===== src/rtl/io_bus_pkg.sv =====
// Shared types and constants for the IO bus fabric: FSM states, slot map, default timeout,
// and the captured-transaction record held while a transfer is in flight.
package io_bus_pkg;

   typedef enum logic [1:0] {
      ST_IDLE,
      ST_ACCESS,
      ST_WAIT,
      ST_RESP
   } state_t;

   localparam int DEFAULT_TIMEOUT_CYCLES = 16;

   localparam int SLOT_LED   = 0;
   localparam int SLOT_TIMER = 1;
   localparam int SLOT_UART  = 2;

   typedef struct packed {
      logic        wr;
      logic [31:0] address;
      logic [31:0] wr_data;
   } txn_t;

endpackage


===== src/rtl/rr_arbiter.sv =====
// Round-robin arbiter: combinational one-hot grant; priority starts after the last winner.
// Latency 0 (grant from req); pointer moves only on advance, so an unserved grant simply waits.
module rr_arbiter #(
   parameter int N = 2
) (
   input  logic         clk,
   input  logic         rst,
   input  logic [N-1:0] req,
   input  logic         advance,
   output logic [N-1:0] grant
);

   localparam int PTR_W = (N > 1) ? $clog2(N) : 1;

   logic [PTR_W-1:0] ptr;
   logic [PTR_W-1:0] next_ptr;
   logic             found;

   // Scan offsets from the pointer; the first requester found wins.
   always_comb begin
      grant    = '0;
      next_ptr = ptr;
      found    = 1'b0;
      for (int off = 0; off < N; off++) begin
         for (int i = 0; i < N; i++) begin
            if (!found && req[i] && (((int'(ptr) + off) % N) == i)) begin
               found    = 1'b1;
               grant[i] = 1'b1;
               next_ptr = PTR_W'((i + 1) % N);
            end
         end
      end
   end

   always_ff @(posedge clk) begin
      if (rst) begin
         ptr <= '0;
      end else if (advance) begin
         ptr <= next_ptr;
      end
   end

endmodule


===== src/rtl/io_bus_fabric.sv =====
// Multi-master to IO-slot bridge, one transaction in flight; strobe 1 cycle after req, ack/err 1 cycle after ready.
// Masters hold m_req until m_ack/m_err; slow slots stall via io_bus_s_ready up to TIMEOUT_CYCLES, then error.
module io_bus_fabric
   import io_bus_pkg::*;
#(
   parameter int NUM_MASTERS    = 2,
   parameter int NUM_SLOTS      = 8,
   parameter int SLOT_LSB       = 6,
   parameter int TIMEOUT_CYCLES = DEFAULT_TIMEOUT_CYCLES
) (
   input  logic                      clk,
   input  logic                      rst,
   input  logic [NUM_MASTERS-1:0]    m_req,
   input  logic [NUM_MASTERS-1:0]    m_wr,
   input  logic [NUM_MASTERS*32-1:0] m_address,
   input  logic [NUM_MASTERS*32-1:0] m_wr_data,
   output logic [31:0]               m_rd_data,
   output logic [NUM_MASTERS-1:0]    m_ack,
   output logic [NUM_MASTERS-1:0]    m_err,
   output logic                      io_bus_s_rd_en,
   output logic                      io_bus_s_wr_en,
   output logic [NUM_SLOTS-1:0]      io_bus_s_cs,
   output logic [31:0]               io_bus_s_address,
   output logic [31:0]               io_bus_s_wr_data,
   input  logic [NUM_SLOTS*32-1:0]   io_bus_s_rd_data,
   input  logic [NUM_SLOTS-1:0]      io_bus_s_ready
);

   localparam int         SLOT_W    = $clog2(NUM_SLOTS);
   localparam logic [7:0] WAIT_LAST = 8'(TIMEOUT_CYCLES - 1);

   state_t                 state;
   txn_t                   txn;
   logic [NUM_MASTERS-1:0] gnt_q;
   logic [SLOT_W-1:0]      slot;
   logic                   err_flag;
   logic [7:0]             wait_cnt;

   logic [NUM_MASTERS-1:0] arb_grant;
   logic                   advance;
   txn_t                   req_txn;
   logic [SLOT_W-1:0]      req_slot;
   logic                   req_bad;
   logic [NUM_SLOTS-1:0]   req_cs;
   logic                   slot_ready;
   logic [31:0]            slot_rdata;

   assign advance = (state == ST_IDLE) && (|m_req);

   rr_arbiter #(.N(NUM_MASTERS)) u_arb (
      .clk     (clk),
      .rst     (rst),
      .req     (m_req),
      .advance (advance),
      .grant   (arb_grant)
   );

   // Decode the winner's request in IDLE so strobe and cs can be registered on the grant edge.
   always_comb begin
      req_txn = '0;
      for (int m = 0; m < NUM_MASTERS; m++) begin
         if (arb_grant[m]) begin
            req_txn.wr      = m_wr[m];
            req_txn.address = m_address[m*32 +: 32];
            req_txn.wr_data = m_wr_data[m*32 +: 32];
         end
      end
      req_slot = req_txn.address[SLOT_LSB +: SLOT_W];
      req_bad  = (int'(req_slot) >= NUM_SLOTS);
      req_cs   = '0;
      for (int s = 0; s < NUM_SLOTS; s++) begin
         if (!req_bad && (req_slot == SLOT_W'(s))) req_cs[s] = 1'b1;
      end
   end

   always_comb begin
      slot_ready = 1'b0;
      slot_rdata = '0;
      for (int s = 0; s < NUM_SLOTS; s++) begin
         if (slot == SLOT_W'(s)) begin
            slot_ready = io_bus_s_ready[s];
            slot_rdata = io_bus_s_rd_data[s*32 +: 32];
         end
      end
   end

   assign io_bus_s_address = txn.address;
   assign io_bus_s_wr_data = txn.wr_data;

   always_ff @(posedge clk) begin
      if (rst) begin
         state          <= ST_IDLE;
         txn            <= '0;
         gnt_q          <= '0;
         slot           <= '0;
         err_flag       <= 1'b0;
         wait_cnt       <= '0;
         m_rd_data      <= '0;
         m_ack          <= '0;
         m_err          <= '0;
         io_bus_s_rd_en <= 1'b0;
         io_bus_s_wr_en <= 1'b0;
         io_bus_s_cs    <= '0;
      end else begin
         io_bus_s_rd_en <= 1'b0;
         io_bus_s_wr_en <= 1'b0;
         m_ack          <= '0;
         m_err          <= '0;
         case (state)
            ST_IDLE: begin
               if (|m_req) begin
                  gnt_q       <= arb_grant;
                  txn         <= req_txn;
                  slot        <= req_slot;
                  err_flag    <= req_bad;
                  wait_cnt    <= '0;
                  io_bus_s_cs <= req_cs;
                  if (!req_bad) begin
                     io_bus_s_rd_en <= !req_txn.wr;
                     io_bus_s_wr_en <= req_txn.wr;
                  end
                  state <= ST_ACCESS;
               end
            end
            ST_ACCESS: begin
               if (err_flag) begin
                  m_err     <= gnt_q;
                  m_rd_data <= '0;
                  state     <= ST_RESP;
               end else if (slot_ready) begin
                  m_ack       <= gnt_q;
                  m_rd_data   <= txn.wr ? 32'h0 : slot_rdata;
                  io_bus_s_cs <= '0;
                  state       <= ST_RESP;
               end else begin
                  state <= ST_WAIT;
               end
            end
            ST_WAIT: begin
               if (slot_ready) begin
                  m_ack       <= gnt_q;
                  m_rd_data   <= txn.wr ? 32'h0 : slot_rdata;
                  io_bus_s_cs <= '0;
                  state       <= ST_RESP;
               end else begin
                  wait_cnt <= wait_cnt + 8'd1;
                  if (wait_cnt == WAIT_LAST) begin
                     err_flag    <= 1'b1;
                     m_err       <= gnt_q;
                     m_rd_data   <= '0;
                     io_bus_s_cs <= '0;
                     state       <= ST_RESP;
                  end
               end
            end
            ST_RESP: begin
               err_flag <= 1'b0;
               state    <= ST_IDLE;
            end
            default: state <= ST_IDLE;
         endcase
      end
   end

endmodule


===== config.mk =====
export PLATFORM = sky130hd
export DESIGN_NAME = io_bus_fabric
export DESIGN_NICKNAME = d
export VERILOG_FILES = /design/src/rtl/io_bus_pkg.sv /design/src/rtl/rr_arbiter.sv /design/src/rtl/io_bus_fabric.sv
export SDC_FILE = /design/constraint.sdc
export NUM_CORES = 1
export LEC_CHECK = 0
export ABC_AREA = 1
export CAP_MARGIN = 25
export CELL_PAD_IN_SITES_DETAIL_PLACEMENT = 1
export CELL_PAD_IN_SITES_GLOBAL_PLACEMENT = 2
export CORE_MARGIN = 2
export CORE_UTILIZATION = 20
export CTS_CLUSTER_SIZE = 12
export DETAILED_ROUTE_END_ITERATION = 7
export GPL_ROUTABILITY_DRIVEN = 0
export PLACE_DENSITY = 0.9
export SLEW_MARGIN = 30
export SYNTH_ARGS = -nofsm -noshare
export SYNTH_HDL_FRONTEND = slang
export SYNTH_SLANG_ARGS = --single-unit

===== constraint.sdc =====
create_clock -name clk -period 4 [get_ports clk]
set_clock_uncertainty 0.2 [all_clocks]
set_input_delay 0.8 -clock clk [delete_from_list [all_inputs] [get_ports clk]]
set_output_delay 0.8 -clock clk [all_outputs]
set_load 0.01 [all_outputs]

==> impl_metrics.env <==
export IMPL_cts_buffers=17
export IMPL_cts_tree="built"
export IMPL_cts_setup_buffers=0
export IMPL_grt_overflow=0
export IMPL_post_cts_resized=0
export IMPL_ctsHoldBuffers=0
export IMPL_min_path_type="flip-flop to flip-flop"
export IMPL_yosysWarnings=0
export IMPL_vdd_ir_drop_max_mv=0.382
export IMPL_cpMostUsedCell="nand2_1"
export IMPL_critPathKind="flip-flop to flip-flop"
export IMPL_die_h_um=213
export IMPL_avgSynthCellArea_sq_um=6.07
export IMPL_slowest_stage="dfxtp_1"
export IMPL_cp_top_family="simple AND/OR/NAND/NOR gates"
export IMPL_yosys_area_top_type="dfxtp_1"
export IMPL_period_minus_slack_ns=3.21
export IMPL_dp_hpwl_um=37600
export IMPL_fin_area_sq_mm=0.0144
export IMPL_max_stage_delay_ns=0.48
export IMPL_postPlaceCellArea_sq_mm=0.0138
export IMPL_clk_latency_ns=0.43
export IMPL_rsz0062_at_grt="false"
export IMPL_max_slew_margin=0.396
export IMPL_cp_required_ns=4.08
export IMPL_yosysSeqAreaShare=0.286
export IMPL_clockBufferDepth=2
export IMPL_grt_max_degree=85
export IMPL_portBuffers=507
export IMPL_vias=11100
export IMPL_final_nets=2221
export IMPL_cp_max_fo=35
export IMPL_power_density_mw_per_mm2=608
export IMPL_cp_num_buf_inv=1
export IMPL_fin_crit_sh=0.802
export IMPL_drtAntennaViolNets=0
export IMPL_htreeDepth=4
export IMPL_ios=508
export IMPL_ys_ff_latch=125
export IMPL_end_kind="flip-flop"
export IMPL_maxCapViolCount=0
export IMPL_finalSetupViolCount=0
export IMPL_startpoint_type="flip-flop"
export IMPL_avgRoutedWirePerCell_um=19.9
export IMPL_drt_iter0_drc=603
export IMPL_synth_nets=1843
export IMPL_p_leak_nw=6.05
export IMPL_dr_pass1_iters=5
export IMPL_tightestPinTransition_ns=0.906
export IMPL_grt_pass1_wl_um=70400
export IMPL_finalHoldViolCount=0
export IMPL_syn_inst=1440
export IMPL_fp_row_count=76
export IMPL_grt_usage=0.207
export IMPL_setup_tns_ns=0
export IMPL_outcome="finished clean"
export IMPL_core_sq_mm=0.0431
export IMPL_die_w_um=213
export IMPL_cts_sinks=125
export IMPL_drc=0
export IMPL_vias_per_cell=4.60
export IMPL_antenna_found_initial=4
export IMPL_root_buffer="clkbuf_16"
export IMPL_crit_chain="inv_2 > nor2_2 > nand2_2 > or2_0 > nand2_1 > nand4_2 > nand2_4 > nand3_4 > o21ai_2 > nand2_1 > nand2_1 > a21oi_1"
export IMPL_synth_top_area_share=0.286
export IMPL_synth_area_sq_mm=0.00874
export IMPL_syn2layout_area_growth_pct=65.2
export IMPL_grt_pass1_vias=11800
export IMPL_final_max_slew_violation_count=0
export IMPL_ys_types=38
export IMPL_fmax_mhz=312
export IMPL_drive_gt1_frac=0.0650
export IMPL_synth_area_leaders="dfxtp_1 (29%), nand2_1 (17%), nand3_1 (17%)"
export IMPL_die_area_sq_mm=0.0454
export IMPL_clk_pin_slew_ns=0.06
export IMPL_postRouteWirelength_um=48200
export IMPL_crit_arrival_ns=3.29
export IMPL_initial_core_util=0.203
kinds of logic (layout without fill, tap and decap cells):
| group | after synthesis | count (layout) | share of synthesized area |
|---|---|---|---|
| DFF | 125 | 125 | 0.286 |
| xor gates and xnor gates | 5 | 5 | 0.00501 |
| adders and majority gates | 5 | 5 | 0.00716 |
| AOI/OAI and AO/OA | 49 | 49 | 0.0312 |
| buffers and inverters | 290 | 680 | 0.158 |
| and+or+nand+nor | 966 | 966 | 0.513 |
| other | 0 | 4 | 0 |
Yosys cell counts:
cell type,n
inv_1,117
clkbuf_1,68
nand3_1,296
nand2_1,397
buf_1,9
o21ai_2,1
o31ai_1,1
or2_2,45
o21ai_0,13
nand4_2,1
o22ai_1,4
inv_2,6
a31o_2,1
nor3_2,2
a21oi_1,25
nand4_1,101
buf_2,21
xor2_1,3
nor2_1,106
buf_6,1
a211oi_1,1
nand2_2,1
or2_0,1
dfxtp_1,125
nor3_4,1
ha_1,5
nand4_4,1
nor2_2,1
nor2_4,2
nand2_4,1
nand3_4,1
buf_4,68
xnor2_1,2
o211ai_1,1
a22o_1,2
and2_1,2
nand3_2,2
nor3_1,5
state kept, by name, summed over array words and instances (netlist names):
name,count
err_flag,1
txn,1
io_bus_s_wr_data,32
state,2
io_bus_s_wr_en,1
m_rd_data,32
io_bus_s_rd_en,1
m_err,2
io_bus_s_cs,8
io_bus_s_address,32
gnt_q,2
wait_cnt,8
m_ack,2
u_arb.ptr,1
area by class of cell:
type | instances | area [sq um]
Antenna cell | 4 | 10.0
Clock buffer | 22 | 464
Clock inverter | 9 | 135
Fill cell | 5359 | 28600
Inverter | 123 | 467
Multi-Input combinational cell | 1025 | 4910
Sequential cell | 125 | 2500
Tap cell | 585 | 732
Timing Repair Buffer | 526 | 5230
power by group:
| group | internal (mW) | leakage, nW | total, mW | switching [mW] |
|---|---|---|---|---|
| clock | 1.01 | 0.283 | 1.64 | 0.629 |
| sequential | 1.67 | 1.03 | 1.94 | 0.272 |
| combinational | 2.02 | 4.74 | 5.20 | 3.18 |
per-stage QoR:
stage | setup slack [ns] | hold WS, ns | total power [mW] | instances | util
5_1_grt | 0.595 | 0.307 | 9.49 | 2417 | 0.335
3_3_place_gp | 0.791 | 0.257 | 7.12 | 2384 | 0.321
4_1_cts | 0.788 | 0.276 | 8.94 | 2415 | 0.335
3_5_place_dp | 0.715 | 0.267 | 7.24 | 2384 | 0.321
6_report | 0.791 | 0.273 | 8.78 | 2419 | 0.335
2_1_floorplan | 1.64 | 0.246 | 4.97 | 1440 | -
cell usage in the layout (no fill, tap or decap), types with 18 or more instances in the layout:
cell type and count:
buf_4 18, nand2_1 397, a21oi_1 23, inv_1 116
or2_2 45, nor2_1 105, nand4_1 101, nand3_1 296
clkdlybuf4s50_1 506, dfxtp_1 125
path summary, 6_finish.rpt:
kind	from	cells past startpoint	end	slack, ns
setup / recovery	io_bus_s_address[7]	12	wait_cnt[1]	0.79
hold / removal	gnt_q[1]	2	gnt_q[1]	0.27
setup reg to reg	io_bus_s_address[7]	12	wait_cnt[1]	0.79
hold reg to reg	gnt_q[1]	2	gnt_q[1]	0.27
worst reg2reg max path: cells and delay by family (launching register included):
kind	cells	cell delay, ns
flops	1	0.48
compound gates	2	0.39
buf+inv	1	0.21
simple gates	9	1.79
per-layer routing:
metal / global-route usage / vias to the layer above / part of all wire
met5: 0 / - / 0.00023
met4: 0.0723 / 2 / 0.029
met3: 0.0722 / 57 / 0.088
met2: 0.377 / 384 / 0.50
met1: 0.220 / 5303 / 0.38
li1: - / 5392 / -
Power figures use the tool's default switching activity.
